**src/rtl/rst_seq_if.sv**
```systemverilog
// Handshake/status bundle between a reset requester and the reset sequencer.
interface rst_seq_if #(
  parameter int unsigned P_CH = 4
);
  logic            i_req;
  logic [P_CH-1:0] i_req_mask;
  logic [P_CH-1:0] o_rst;
  logic            o_done;
  logic            o_busy;

  modport master (
    output i_req,
    output i_req_mask,
    input  o_rst,
    input  o_done,
    input  o_busy
  );

  modport slave (
    input  i_req,
    input  i_req_mask,
    output o_rst,
    output o_done,
    output o_busy
  );
endinterface

```
**src/rtl/rst_seq_module.sv**
```systemverilog
// Multi-channel reset sequencer: holds all channels, then releases them in
// index order with a fixed stagger. Requests may mask channels so they keep
// running; the master reset always resets every channel.
module rst_seq_module #(
  parameter int unsigned P_CH         = 4,
  parameter int unsigned P_HOLD_CYCLE = 16,
  parameter int unsigned P_STAGGER    = 8,
  parameter int unsigned P_CNT_W      = 16
) (
  input  logic       i_clk,
  input  logic       i_rst,
  rst_seq_if.slave   bus
);

  typedef enum logic [1:0] {
    S_HOLD    = 2'd0,
    S_RELEASE = 2'd1,
    S_DONE    = 2'd2
  } state_t;

  localparam logic [P_CNT_W-1:0] CNT_MAX = '1;

  state_t              state_q, state_d;
  logic [P_CNT_W-1:0]  cnt_q, cnt_d;
  logic [P_CH-1:0]     r_mask_q, r_mask_d;
  logic [P_CH-1:0]     o_rst_q, o_rst_d;
  logic                o_done_q, o_done_d;
  logic                o_busy_q, o_busy_d;
  logic [P_CH-1:0]     rel_hit_c;

  // Channel k is due for release once the elapsed count reaches its slot.
  always_comb begin
    rel_hit_c = '0;
    for (int unsigned k = 0; k < P_CH; k++) begin
      rel_hit_c[k] = (cnt_q >= P_CNT_W'(P_HOLD_CYCLE + k * P_STAGGER));
    end
  end

  // Next-state: request restarts the timeline, otherwise sequence releases.
  always_comb begin
    state_d  = state_q;
    cnt_d    = cnt_q;
    r_mask_d = r_mask_q;
    o_rst_d  = o_rst_q;
    o_done_d = o_done_q;

    if (bus.i_req) begin
      r_mask_d = bus.i_req_mask;
      o_rst_d  = ~bus.i_req_mask;
      o_done_d = 1'b0;
      state_d  = S_HOLD;
      cnt_d    = '0;
    end else begin
      case (state_q)
        S_HOLD, S_RELEASE: begin
          // Saturating count: the timeline never wraps back into a slot.
          if (cnt_q != CNT_MAX) begin
            cnt_d = cnt_q + P_CNT_W'(1);
          end
          o_rst_d = o_rst_q & ~rel_hit_c;
          if (rel_hit_c[P_CH-1]) begin
            state_d  = S_DONE;
            o_done_d = 1'b1;
          end else if (rel_hit_c[0]) begin
            state_d  = S_RELEASE;
          end
        end
        default: begin
          state_d = state_q;
        end
      endcase
    end

    o_busy_d = ~o_done_d;
  end

  // State and output registers; master reset has top priority.
  always_ff @(posedge i_clk) begin
    if (i_rst) begin
      state_q  <= S_HOLD;
      cnt_q    <= '0;
      r_mask_q <= '0;
      o_rst_q  <= '1;
      o_done_q <= 1'b0;
      o_busy_q <= 1'b1;
    end else begin
      state_q  <= state_d;
      cnt_q    <= cnt_d;
      r_mask_q <= r_mask_d;
      o_rst_q  <= o_rst_d;
      o_done_q <= o_done_d;
      o_busy_q <= o_busy_d;
    end
  end

  assign bus.o_rst  = o_rst_q;
  assign bus.o_done = o_done_q;
  assign bus.o_busy = o_busy_q;

endmodule

```
**src/flat_wrapper.sv**
```systemverilog
// flat-port wrapper written by rule: the top's interface ports become plain ports
module rst_seq_module_flat 
#(
  parameter int unsigned P_CH         = 4,
  parameter int unsigned P_HOLD_CYCLE = 16,
  parameter int unsigned P_STAGGER    = 8,
  parameter int unsigned P_CNT_W      = 16
)
  (i_clk, i_rst, bus_i_req, bus_i_req_mask, bus_o_rst, bus_o_done, bus_o_busy);
  rst_seq_if #(.P_CH(P_CH)) bus_i ();
  input  logic i_clk;
  input  logic i_rst;
  input wire logic [$bits(bus_i.i_req)-1:0] bus_i_req;
  input wire logic [$bits(bus_i.i_req_mask)-1:0] bus_i_req_mask;
  output wire logic [$bits(bus_i.o_rst)-1:0] bus_o_rst;
  output wire logic [$bits(bus_i.o_done)-1:0] bus_o_done;
  output wire logic [$bits(bus_i.o_busy)-1:0] bus_o_busy;
  assign bus_i.i_req = bus_i_req;
  assign bus_i.i_req_mask = bus_i_req_mask;
  assign bus_o_rst = bus_i.o_rst;
  assign bus_o_done = bus_i.o_done;
  assign bus_o_busy = bus_i.o_busy;
  rst_seq_module #(.P_CH(P_CH), .P_HOLD_CYCLE(P_HOLD_CYCLE), .P_STAGGER(P_STAGGER), .P_CNT_W(P_CNT_W)) u_core (.i_clk(i_clk), .i_rst(i_rst), .bus(bus_i));
endmodule
```
**config.mk**
```make
export PLATFORM = sky130hd
export DESIGN_NAME = rst_seq_module_flat
export DESIGN_NICKNAME = d
export VERILOG_FILES = /design/src/rtl/rst_seq_if.sv /design/src/rtl/rst_seq_module.sv /design/src/flat_wrapper.sv
export SDC_FILE = /design/constraint.sdc
export NUM_CORES = 1
export LEC_CHECK = 0
export CAP_MARGIN = 20
export CELL_PAD_IN_SITES_DETAIL_PLACEMENT = 0
export CELL_PAD_IN_SITES_GLOBAL_PLACEMENT = 2
export CORE_MARGIN = 1.5
export CORE_UTILIZATION = 34
export CTS_BUF_LIST = sky130_fd_sc_hd__clkbuf_4 sky130_fd_sc_hd__clkbuf_8
export DETAILED_ROUTE_END_ITERATION = 7
export GPL_ROUTABILITY_DRIVEN = 0
export MAX_ROUTING_LAYER = met4
export PLACE_DENSITY = 0.86
export SYNTH_ARGS = -nofsm -noshare
export SYNTH_HDL_FRONTEND = slang
export SYNTH_SLANG_ARGS = --single-unit
```
**constraint.sdc**
```tcl
create_clock -name i_clk -period 2.5 [get_ports i_clk]
set_input_delay 0.25 -clock i_clk [delete_from_list [all_inputs] [get_ports i_clk]]
set_output_delay 0.25 -clock i_clk [all_outputs]
set_load 0.1 [all_outputs]
```
======== Yosys cells after proc, flatten, opt, wreduce, memory -nomap -nowiden ========
Index checks and enable logic that the tools add are counted.
word-level totals
  bits in registers ....................... 24
  output and inout port bits .............. 6
operators by class
  $lt $le $gt $ge ......................... 4
  equal/unequal tests ..................... 2
  muxes and demuxes ....................... 7
  reductions and logical operators ........ 7
  bitwise logic cells ..................... 4
  add/sub/neg operators ................... 1
operator list
  cell                                                                                  number
  16-bit by 5-bit greater-or-equal comparator with 1-bit output, second input constant  2
  16-bit by 6-bit greater-or-equal comparator with 1-bit output, second input constant  2
  16-bit by 1-bit adder with 16-bit output, second input constant                       1
  16-bit inequality test, second input constant                                         1
  4-bit 2-to-1 mux                                                                      2
  4-bit inverter                                                                        2
  4-bit AND                                                                             1
  2-bit 2-to-1 mux                                                                      2
  2-bit AND reduction                                                                   2
  2-bit nonzero test                                                                    2
  2-bit OR reduction                                                                    2
  1-bit 2-to-1 mux                                                                      3
  2-bit by 1-bit equality test with 1-bit output, second input constant                 1
  2-bit zero test                                                                       1
  1-bit inverter                                                                        1

======== Depth between registers and ports, before layout ========
  word-level depth ........................ 5
  mapped depth ............................ 5

======== Worst setup path before layout ========
OpenSTA, ideal clock, no wires.
  kind .................................... reg-to-reg
  from .................................... register u_core.cnt_q[3]
  to ...................................... register u_core.cnt_q[11]
  cell stages (with the launch flop) ...... 6
  setup slack ............................. 0.676 ns
  arrival ................................. 1.754 ns
  library setup time ...................... 0.070 ns
  period minus slack after synthesis ...... 1.824 ns
  cell sequence ........................... dfxtp_1 -> nand3_2 -> or4_1 -> buf_2 -> or4_1 -> a21oi_1
between the ends
  longest elaborated chain between the ends .. 2
  elaborated cells between the ends (all ways) .. 3
RTL lines
  element                                                                                           RTL line              source
  start: declaration                                                                                rst_seq_module.sv:24  logic [P_CNT_W-1:0] cnt_q, cnt_d;
  start signal: assignment                                                                          rst_seq_module.sv:88  cnt_q <= cnt_d;
  parallel branches: the longest is 2 deep, another holds 16-bit by 1-bit adder with 16-bit output  --
Parallel ways; which one is timed is not known.
A chain may end at the register's enable or synchronous reset.

======== Final worst setup path ========
  from .................................... register u_core.cnt_q[3]
  to ...................................... register u_core.cnt_q[15]
Same word-level chain as after synthesis.

==> run metrics <==
Cells after Synth 143; clk buf depth 2; Worst Path Arrival 2.28 ns; clk sinks 23; Sequential Power Share 0.592; hold_buf cts 0; starting density of the core 0.369; worst vdd ir 204 uV; Synth Register Bits 23; detailed-route wire length per cell 13.5 um; worst min-delay path category reg -> reg; DR pass1 iterations 4; cell family with most CP delay simple AND/OR/NAND/NOR gates; Setup crit end kind register; Slew Viols, Final 0; total number of vias 1,129; Die Wd 61.3 um; RSZ-0062 raised after global routing false; crit path cell chain nand3_2 -> or4_1 -> or4_1 -> a21oi_1; # DRC 0; DP Worst Slack 0.532 ns; vias in the first global route 1,062; CP startpoint kind register; reg2reg start u_core.cnt_q[3]; antenna cells 0; Clock Power Share 0.297; worst reg2reg path endpoint u_core.cnt_q[15]; P_int 467 uW; Worst R2R Path Depth 4; fillers 324; Syn. warnings 0; pin count of the biggest net entering global routing 15; clk_skew 0.00125 ns; CP bufs+invs 0; FF+latch area 460 sq um; Sw Pwr 170 uW; setup ws final 0.468 ns; Leak 0.459 nW; Post-CTS Resized 0; Syn-to-layout area delta 16.7%; Post-CTS Setup Bufs 0; ANT nets after route 0; Root Buffer clkbuf_4; initial antenna violation count 0; DRT Wirelength 2.72 mm; TritonCTS Buffers 3; clock latency on the worst-skew pair 0.31 ns; Pwr per Cell Area 473 mW/mm^2; Tmin final 2.03 ns; CP max stage delay 0.67 ns; fin cells 201; Max-cap violations 0; Max-slew headroom 0.561; DR vias/cell 5.62; final setup fails 0; library cells used by synthesis 31; footprint of the multi-input gates 644 sq um; first-pass GRT wire length 4.77 mm; worst setup path end u_core.cnt_q[15]; GR Overflow Total 0; fin util 0.431; CTS tree yes; dpl hpwl 1.95 mm; stages on the worst setup path 4; Reg clk slew, reported paths 0.13 ns; Inst Count DP 197; Crit Path Category reg -> reg; sequential element share of the synthesized area 0.399; setup TNS after final layout 0 ns; most frequent CP cell or4_1; H-Tree Depth 1; IO Count 13; row count 20; register-to-register setup slack 0.47 ns; Critical Path Fanout Max 8; layout cells sized above 1 0.121; fin crit share 0.813; die outline area 0.00376 sq mm; Fmax 492 MHz; Total GRT Usage 0.171; Critical Path RT 2.75 ns; combinational power share 0.111; Port Buffer Count 12; Mapped Avg Cell Area 8.08 sq um; Die Ht 61.3 um; crit path launch u_core.cnt_q[3]; Iter 0 DRT Violations 40; Net Sw Frac 0.267; final hold violations 0; CP max-delay cell or4_1; Nets 167; Syn Nets 152; hold slack final 0.474 ns; Mapped Area 0.00115 sq mm; core box area 0.00313 sq mm; Worst-Margin Slew 0.653 ns; status finished clean
power by group through the flow:
stage / Clock, mW / Combinational, mW / Sequential, mW
2_1_floorplan: 0 / 0.0175 / 0.417
3_3_place_gp: 0 / 0.0703 / 0.385
3_5_place_dp: 0 / 0.0708 / 0.385
4_1_cts: 0.193 / 0.0712 / 0.377
5_1_grt: 0.210 / 0.0755 / 0.378
6_report: 0.189 / 0.0706 / 0.377
routing by layer:
layer  share of wire  global-route usage  vias up
li1                -                   -      568
met4           0.013              0.0714        0
met5               0                   -        -
met3           0.028              0.0252        4
met1            0.49               0.216      536
met2            0.46               0.274       21
layout by cell type (no fill, tap or decap), types with 2 or more instances in the layout:
cell	synthesis	routed
nand3_1	6	6
or3_1	4	4
a31oi_1	3	3
o31ai_1	6	6
or4_2	2	2
o21ai_0	11	11
nand2b_1	3	3
or4_1	8	8
clkdlybuf4s50_1	0	6
dfxtp_1	23	23
and3_1	2	2
a41oi_1	2	2
nand2_1	11	11
nor3_1	4	4
nor2_1	9	9
inv_1	8	8
nand4_1	2	2
clkbuf_4	0	4
nor4_1	4	4
ha_1	2	2
a21oi_1	16	16
o41ai_1	2	2
mux2i_1	2	2
buf_4	0	9
metrics by stage:
stage               power, mW  instance area (sq um)
detailed placement      0.456                   1320
floorplan               0.434                   1150
CTS                     0.641                   1350
finish                  0.637                   1350
global route            0.663                   1350
global placement        0.455                   1320
cell usage after synthesis:
cell	count	area, sq um
mux2i_1	2	20.0
and3_2	1	7.51
nor2b_1	1	6.26
nand3_1	6	30.0
o21ai_0	11	55.1
o31ai_1	6	45.0
nor3b_1	1	7.51
nand2_1	11	41.3
nand3_2	1	10.0
a41o_1	1	10.0
or4_1	8	60.1
clkbuf_1	4	15.0
nand4_2	1	12.5
nand4_1	2	12.5
dfxtp_1	23	460
ha_1	2	25.0
or2_2	1	6.26
nor3_1	4	20.0
nor4_1	4	25.0
a31oi_1	3	18.8
inv_1	8	30.0
a41oi_1	2	17.5
or3_1	4	25.0
and3_1	2	12.5
buf_2	1	5.00
a2111oi_0	1	8.76
nand2b_1	3	18.8
or4_2	2	17.5
a21oi_1	16	80.1
nor2_1	9	33.8
o41ai_1	2	17.5
registers in the layout, summed over array words and instances, names as in the netlist:
name,count
u_core.bus.o_busy,1
u_core.bus.o_done,1
u_core.bus.o_rst,4
u_core.cnt_q,16
u_core.state_q,1
logic make-up (layout without fill, tap and decap cells):
family,Yosys count,count (layout),share of synthesized area
DFF,23,23,0.399
buffers and inverters,13,27,0.0433
muxes,2,2,0.0173
adders and majority gates,2,2,0.0217
and+or+nand+nor,61,61,0.300
AOI/OAI and AO/OA,42,42,0.219
worst register-to-register path, stage by stage, from the launching register on:
cell	delay, ns
dfxtp_1	0.48
nand3_2	0.13
or4_1	0.67
or4_1	0.54
a21oi_1	0.15
layout make-up:
class                      count  share of cell area
timing repair buffer          15              0.0947
tap                           44              0.0409
clock buffer                   4              0.0223
sequential                    23               0.342
multi-input combinational    107               0.478
inverter                       8              0.0223
worst min-delay path by stage:
stage,start,to,slack (ns),cells after the start
5_1_grt,u_core.bus.o_rst[0],u_core.bus.o_rst[0],0.53,2
6_report,u_core.bus.o_rst[2],u_core.bus.o_rst[2],0.47,2
3_3_place_gp,u_core.bus.o_rst[2],u_core.bus.o_rst[2],0.45,2
4_1_cts,u_core.bus.o_rst[2],u_core.bus.o_rst[2],0.48,2
2_1_floorplan,i_rst,u_core.bus.o_rst[0],0.35,2
3_5_place_dp,u_core.bus.o_rst[2],u_core.bus.o_rst[2],0.46,2
Note: power is estimated with default switching activity, not from simulation.
